$ cat config.mk
export PLATFORM = sky130hd
export DESIGN_NAME = byte_serializer_flat
export DESIGN_NICKNAME = d
export VERILOG_FILES = /design/src/rtl/byte_serializer_pkg.sv /design/src/rtl/byte_serializer_if.sv /design/src/rtl/byte_serializer_bit_timer.sv /design/src/rtl/byte_serializer.sv /design/src/flat_wrapper.sv
export SDC_FILE = /design/constraint.sdc
export NUM_CORES = 1
export LEC_CHECK = 0
export CAP_MARGIN = 10
export CORE_MARGIN = 4
export CORE_UTILIZATION = 57
export DETAILED_ROUTE_END_ITERATION = 16
export PLACE_DENSITY = 0.83
export REMOVE_ABC_BUFFERS = 1
export SYNTH_ARGS = -nofsm -noshare
export SYNTH_HDL_FRONTEND = slang
export SYNTH_SLANG_ARGS = --single-unit
$ cat constraint.sdc
create_clock -name clk -period 2.6 [get_ports clk]
set_clock_uncertainty 0.05 [all_clocks]
set_input_delay 0.26 -clock clk [delete_from_list [all_inputs] [get_ports clk]]
set_output_delay 0.26 -clock clk [all_outputs]
set_load 0.02 [all_outputs]
$ cat src/rtl/byte_serializer_pkg.sv
// Serializer shared package
// Holds the FSM state type, line levels and default parameters.
// The SERIALIZER_PARITY_EN macro adds the PARITY state to the state type.
package serializer_pkg;

   localparam int DEF_WIDTH     = 8;
   localparam int DEF_BIT_TICKS = 10;

   localparam logic IDLE_LEVEL  = 1'b1;
   localparam logic START_LEVEL = 1'b0;
   localparam logic STOP_LEVEL  = 1'b1;

   typedef enum logic [2:0] {
      S_IDLE,
      S_START,
      S_DATA,
`ifdef SERIALIZER_PARITY_EN
      S_PARITY,
`endif
      S_STOP
   } state_t;

endpackage

$ cat src/rtl/byte_serializer_if.sv
// Serializer load/line interface
// master: word source (drives load_valid, load_data, dir)
// slave : serializer  (drives load_ready, tx_bit, tx_active, done)
interface byte_serializer_if
   import serializer_pkg::*;
#(
   parameter int WIDTH = DEF_WIDTH
);

   logic             load_valid;
   logic [WIDTH-1:0] load_data;
   logic             dir;
   logic             load_ready;
   logic             tx_bit;
   logic             tx_active;
   logic             done;

   modport master (
      output load_valid, load_data, dir,
      input  load_ready, tx_bit, tx_active, done
   );

   modport slave (
      input  load_valid, load_data, dir,
      output load_ready, tx_bit, tx_active, done
   );

endinterface

$ cat src/rtl/byte_serializer_bit_timer.sv
// Bit period timer for the serializer
// Ports: clk, reset (async, high), clear (hold count at 0),
//        tc (one-cycle pulse on the last tick of each bit).
module bit_timer
   import serializer_pkg::*;
#(
   parameter int TICKS = DEF_BIT_TICKS
) (
   input  logic clk,
   input  logic reset,
   input  logic clear,
   output logic tc
);

   localparam int CW = (TICKS > 1) ? $clog2(TICKS) : 1;

   logic [CW-1:0] cnt;
   logic          last;

   assign last = (cnt == CW'(TICKS - 1));
   assign tc   = last & ~clear;

   // Wraps to 0 on terminal count so every bit restarts at 0.
   always_ff @(posedge clk or posedge reset) begin
      if (reset)
         cnt <= '0;
      else if (clear || last)
         cnt <= '0;
      else
         cnt <= cnt + 1'b1;
   end

endmodule

$ cat src/rtl/byte_serializer.sv
// Byte serializer: START, WIDTH data bits, optional PARITY, STOP.
// Ports: clk, reset (async, high), bus (byte_serializer_if.slave).
// Params: WIDTH (1..15, must match bus), BIT_TICKS (>=1).
// Macro SERIALIZER_PARITY_EN inserts an even-parity bit before STOP.
module byte_serializer
   import serializer_pkg::*;
#(
   parameter int WIDTH     = DEF_WIDTH,
   parameter int BIT_TICKS = DEF_BIT_TICKS
) (
   input  logic             clk,
   input  logic             reset,
   byte_serializer_if.slave bus
);

   localparam int BCW = $clog2(WIDTH + 1);

   state_t           state;
   state_t           nxt;
   logic [WIDTH-1:0] sh;
   logic             dir_q;
   logic [BCW-1:0]   bit_cnt;
   logic             done_q;
   logic             tc;
   logic             accept;
   logic             last_bit;
   logic             cur_bit;
   logic             tx;
`ifdef SERIALIZER_PARITY_EN
   logic             par_q;
`endif

   assign accept   = bus.load_valid & (state == S_IDLE);
   assign last_bit = (bit_cnt == BCW'(WIDTH - 1));
   // Shift register always presents the next bit at one end.
   assign cur_bit  = dir_q ? sh[0] : sh[WIDTH-1];

   bit_timer #(
      .TICKS (BIT_TICKS)
   ) u_timer (
      .clk   (clk),
      .reset (reset),
      .clear (state == S_IDLE),
      .tc    (tc)
   );

   always_ff @(posedge clk or posedge reset) begin
      if (reset)
         state <= S_IDLE;
      else
         state <= nxt;
   end

   always_comb begin
      nxt = state;
      tx  = IDLE_LEVEL;
      unique case (state)
         S_IDLE: begin
            if (accept)
               nxt = S_START;
         end
         S_START: begin
            tx = START_LEVEL;
            if (tc)
               nxt = S_DATA;
         end
         S_DATA: begin
            tx = cur_bit;
            if (tc && last_bit)
`ifdef SERIALIZER_PARITY_EN
               nxt = S_PARITY;
`else
               nxt = S_STOP;
`endif
         end
`ifdef SERIALIZER_PARITY_EN
         S_PARITY: begin
            tx = par_q;
            if (tc)
               nxt = S_STOP;
         end
`endif
         S_STOP: begin
            tx = STOP_LEVEL;
            if (tc)
               nxt = S_IDLE;
         end
         default: begin
            nxt = S_IDLE;
         end
      endcase
   end

   always_ff @(posedge clk or posedge reset) begin
      if (reset) begin
         sh      <= '0;
         dir_q   <= 1'b0;
         bit_cnt <= '0;
         done_q  <= 1'b0;
      end else begin
         done_q <= (state == S_STOP) & tc;
         if (accept) begin
            sh      <= bus.load_data;
            dir_q   <= bus.dir;
            bit_cnt <= '0;
         end else if (state == S_DATA && tc) begin
            sh      <= dir_q ? (sh >> 1) : (sh << 1);
            bit_cnt <= bit_cnt + 1'b1;
         end
      end
   end

`ifdef SERIALIZER_PARITY_EN
   always_ff @(posedge clk or posedge reset) begin
      if (reset)
         par_q <= 1'b0;
      else if (accept)
         par_q <= ^bus.load_data;
   end
`endif

   assign bus.load_ready = (state == S_IDLE);
   assign bus.tx_active  = (state != S_IDLE);
   assign bus.tx_bit     = tx;
   assign bus.done       = done_q;

endmodule
$ cat src/flat_wrapper.sv
// flat-port wrapper written by rule: the top's interface ports become plain ports
module byte_serializer_flat import serializer_pkg::*;
#(
   parameter int WIDTH     = DEF_WIDTH,
   parameter int BIT_TICKS = DEF_BIT_TICKS
)
  (clk, reset, bus_load_valid, bus_load_data, bus_dir, bus_load_ready, bus_tx_bit, bus_tx_active, bus_done);
  byte_serializer_if #(.WIDTH(WIDTH)) bus_i ();
  input  logic clk;
  input  logic reset;
  input wire logic [$bits(bus_i.load_valid)-1:0] bus_load_valid;
  input wire logic [$bits(bus_i.load_data)-1:0] bus_load_data;
  input wire logic [$bits(bus_i.dir)-1:0] bus_dir;
  output wire logic [$bits(bus_i.load_ready)-1:0] bus_load_ready;
  output wire logic [$bits(bus_i.tx_bit)-1:0] bus_tx_bit;
  output wire logic [$bits(bus_i.tx_active)-1:0] bus_tx_active;
  output wire logic [$bits(bus_i.done)-1:0] bus_done;
  assign bus_i.load_valid = bus_load_valid;
  assign bus_i.load_data = bus_load_data;
  assign bus_i.dir = bus_dir;
  assign bus_load_ready = bus_i.load_ready;
  assign bus_tx_bit = bus_i.tx_bit;
  assign bus_tx_active = bus_i.tx_active;
  assign bus_done = bus_i.done;
  byte_serializer #(.WIDTH(WIDTH), .BIT_TICKS(BIT_TICKS)) u_core (.clk(clk), .reset(reset), .bus(bus_i));
endmodule
==> impl_metrics.csv <==
group,metric,value,unit
status,status,"complete, no violations",
synth,synthCells,117,
detailed_routing,ant_nets,0,
setup_path,reg2regPathDepth,4,
clocking,cts_tree,"done",
synth,yosysUniqueCellTypes,25,
worst_hold_path,min-delay-path-class,"in -> async",
placement,post-dp-hpwl,1480,µm
power_and_ir_drop,leakagePower,0.000566,µW
sta,slew_violations,0,
final_layout,final_common_cell,"dfrtp_1",
setup_path,critPathLaunch,"u_core.state[0]",
synth,ys_seq_area_frac,0.449,
clocking,clock_latency,0.30,ns
floorplanning,dieArea,0.00273,mm²
synth,synth_edf_count,0,
setup_path,critical_path_class,"reg -> out",
floorplanning,core,0.00178,mm²
synth,yosys_most_used_dff,"dfrtp_1",
global_routing,grt-ovfl-total,0,
detailed_routing,drt-total-wl,1930,µm
sta,period_minus_slack,2.29,ns
setup_path,critPathLaunchType,"register",
final_layout,layout_common_cells,"dfrtp_1, nand2_1, clkdlybuf4s50_1, nor2_1, o21ai_0",
placement,port_buffers,15,
detailed_routing,drt_iter0_markers,9,
setup_path,cp.required,2.29,ns
final_layout,fin_nets,151,
global_routing,grt_pass1_vias,725,
setup_path,critPathMaxFanout,7,
power_and_ir_drop,clkPwrFrac,0.302,
detailed_routing,routed_via_density,5.28,
run,maxCapViolCount,0,
power_and_ir_drop,power_switching,99.2,µW
final_layout,instances_no_fill,155,
clocking,cts_setup_buffers,0,
clocking,cts_max_path_buffers,2,
detailed_routing,vias,819,
floorplanning,ios,16,
power_and_ir_drop,finalPower,479,µW
final_layout,layout-drive-gt1-share,0.0692,
floorplanning,die_y,52.2,µm
synth,synth_area,0.00111,mm²
sta,setup_viol,0,
final_layout,num_antenna_cells,0,
clocking,clk_pin_slew,0.11,ns
detailed_routing,drc_errors,0,
clocking,ctsResizeCount,0,
setup_path,cpPeakStageDelay,0.61,ns
final_layout,area_growth,16.2,%
global_routing,track_usage,0.168,
power_and_ir_drop,p_comb_frac,0.048,
setup_path,crit_path_cell_trace,"inv_1, ha_1, mux2i_1, clkdlybuf4s50_1",
placement,routabilityCongestion,0.766,
power_and_ir_drop,power_frac_seq,0.650,
setup_path,crit_slowest_cell,"clkdlybuf4s50_1",
setup_path,reg2reg_from,"u_core.state[0]",
power_and_ir_drop,intPower,379,µW
floorplanning,start_util,0.625,
clocking,clock-root-buffer,"clkbuf_4",
sta,hold_violations,0,
synth,async_flop_share,1.00,
power_and_ir_drop,power.density,370,mW/mm²
global_routing,grt_max_degree,21,
setup_path,arrival,1.98,ns
setup_path,critPathCaptureType,"primary output",
sta,fmax,0.436,GHz
sta,worst_pin_slew,0.742,ns
clocking,cts_hold_buf,0,
sta,finalSetupTns,0,ns
sta,relSlewSlack,0.505,
sta,rsz0062_at_grt,"false",
detailed_routing,dr.pass1.iters,4,
floorplanning,num_rows,15,
global_routing,grt_first_pass_wirelength,3280,µm
placement,placed_cells,152,
global_routing,antenna_found_initial,0,
synth,ys_ff_latch,20,
clocking,cts_num_sinks,20,
detailed_routing,wl_per_cell,12.5,µm
synth,ys_warn_count,0,
synth,postSynthAreaPerCell,9.53,µm²
power_and_ir_drop,vdd_ir_drop_max,0.256,mV
clocking,cts_made_buffers,3,
sta,timing.final.crit_share,0.882,
power_and_ir_drop,switching_share,0.207,
floorplanning,die_x,52.2,µm
clocking,htree_num_levels,1,
-- power groups by stage --
stage	Sequential (µW)	Clock [µW]	Combinational, µW
2_1_floorplan	317	0	4.82
3_3_place_gp	317	0	23.2
3_5_place_dp	317	0	23.7
4_1_cts	311	149	23.8
5_1_grt	311	162	25.0
6_report	311	145	23.0
-- area by class of cell --
cell class                      count  area [µm²]
Fill cell                         140         488
Inverter                            5        18.8
Clock buffer                        3        22.5
Tap cell                           25        31.3
Timing Repair Buffer               15         150
Sequential cell                    20         500
Multi-Input combinational cell     87         572
-- synth_stat cells, types with 2 or more instances --
master | instances | area share
dfrtp_1 | 20 | 0.45
buf_2 | 4 | 0.018
a21oi_1 | 10 | 0.045
inv_1 | 5 | 0.017
and2_1 | 2 | 0.011
mux2i_1 | 10 | 0.090
o21ai_1 | 2 | 0.0090
nor3b_1 | 2 | 0.013
nor2_1 | 13 | 0.044
ha_1 | 7 | 0.079
nand3_1 | 2 | 0.0090
nand2_1 | 17 | 0.057
o21ai_0 | 11 | 0.049
-- routing by layer --
metal	wire length (µm)	track usage	vias up	part of all wire
met5	0	0	-	0
met4	37	0.0638	0	0.019
met3	65	0.0342	4	0.034
met2	919	0.259	13	0.48
met1	911	0.231	382	0.47
li1	-	-	420	-
-- flip-flops by register name, indices dropped and copies added (netlist names) --
register and flops:
u_core.sh 8, u_core.bit_cnt 4, u_core.u_timer.cnt 4, u_core.state 2
u_core.bus.done 1, u_core.dir_q 1
-- through the flow --
stage	hold WS, ns	setup slack, ns	cell area (µm²)	utilization
2_1_floorplan	0.174	0.704	1090	-
6_report	0.342	0.306	1290	0.726
3_3_place_gp	0.404	0.663	1270	0.714
3_5_place_dp	0.428	0.630	1270	0.714
4_1_cts	0.378	0.287	1290	0.726
5_1_grt	0.403	0.165	1290	0.726
-- path summary, 6_finish.rpt --
| check | end | slack [ns] |
|---|---|---|
| hold reg to reg | u_core.bit_cnt[3] | 0.45 |
| min in group clk | u_core.bit_cnt[3] | 0.45 |
| setup / recovery | bus_tx_bit | 0.31 |
| max in group asynchronous | u_core.state[1] | 1.69 |
| setup reg to reg | u_core.dir_q | 0.64 |
| hold / removal | u_core.u_timer.cnt[0] | 0.34 |
-- logic make-up (layout without fill, tap and decap cells) --
kind of cell	Yosys count	in the layout	share of synthesized area
xor gates and xnor gates	2	2	0.0157
and+or+nand+nor	40	40	0.166
adders and majority gates	7	7	0.0786
DFF	20	20	0.449
AOI/OAI and AO/OA	26	26	0.139
muxes	12	12	0.113
buffers and inverters	10	23	0.0382
-- worst max-delay path: cells and delay by family, from the launching register on --
kind | cells | cell delay [ns]
adder cells (fa/ha/maj) | 1 | 0.34
buffers and inverters | 2 | 0.70
flip-flops | 1 | 0.42
multiplexers | 1 | 0.22
(Power assumes the default switching activity.)
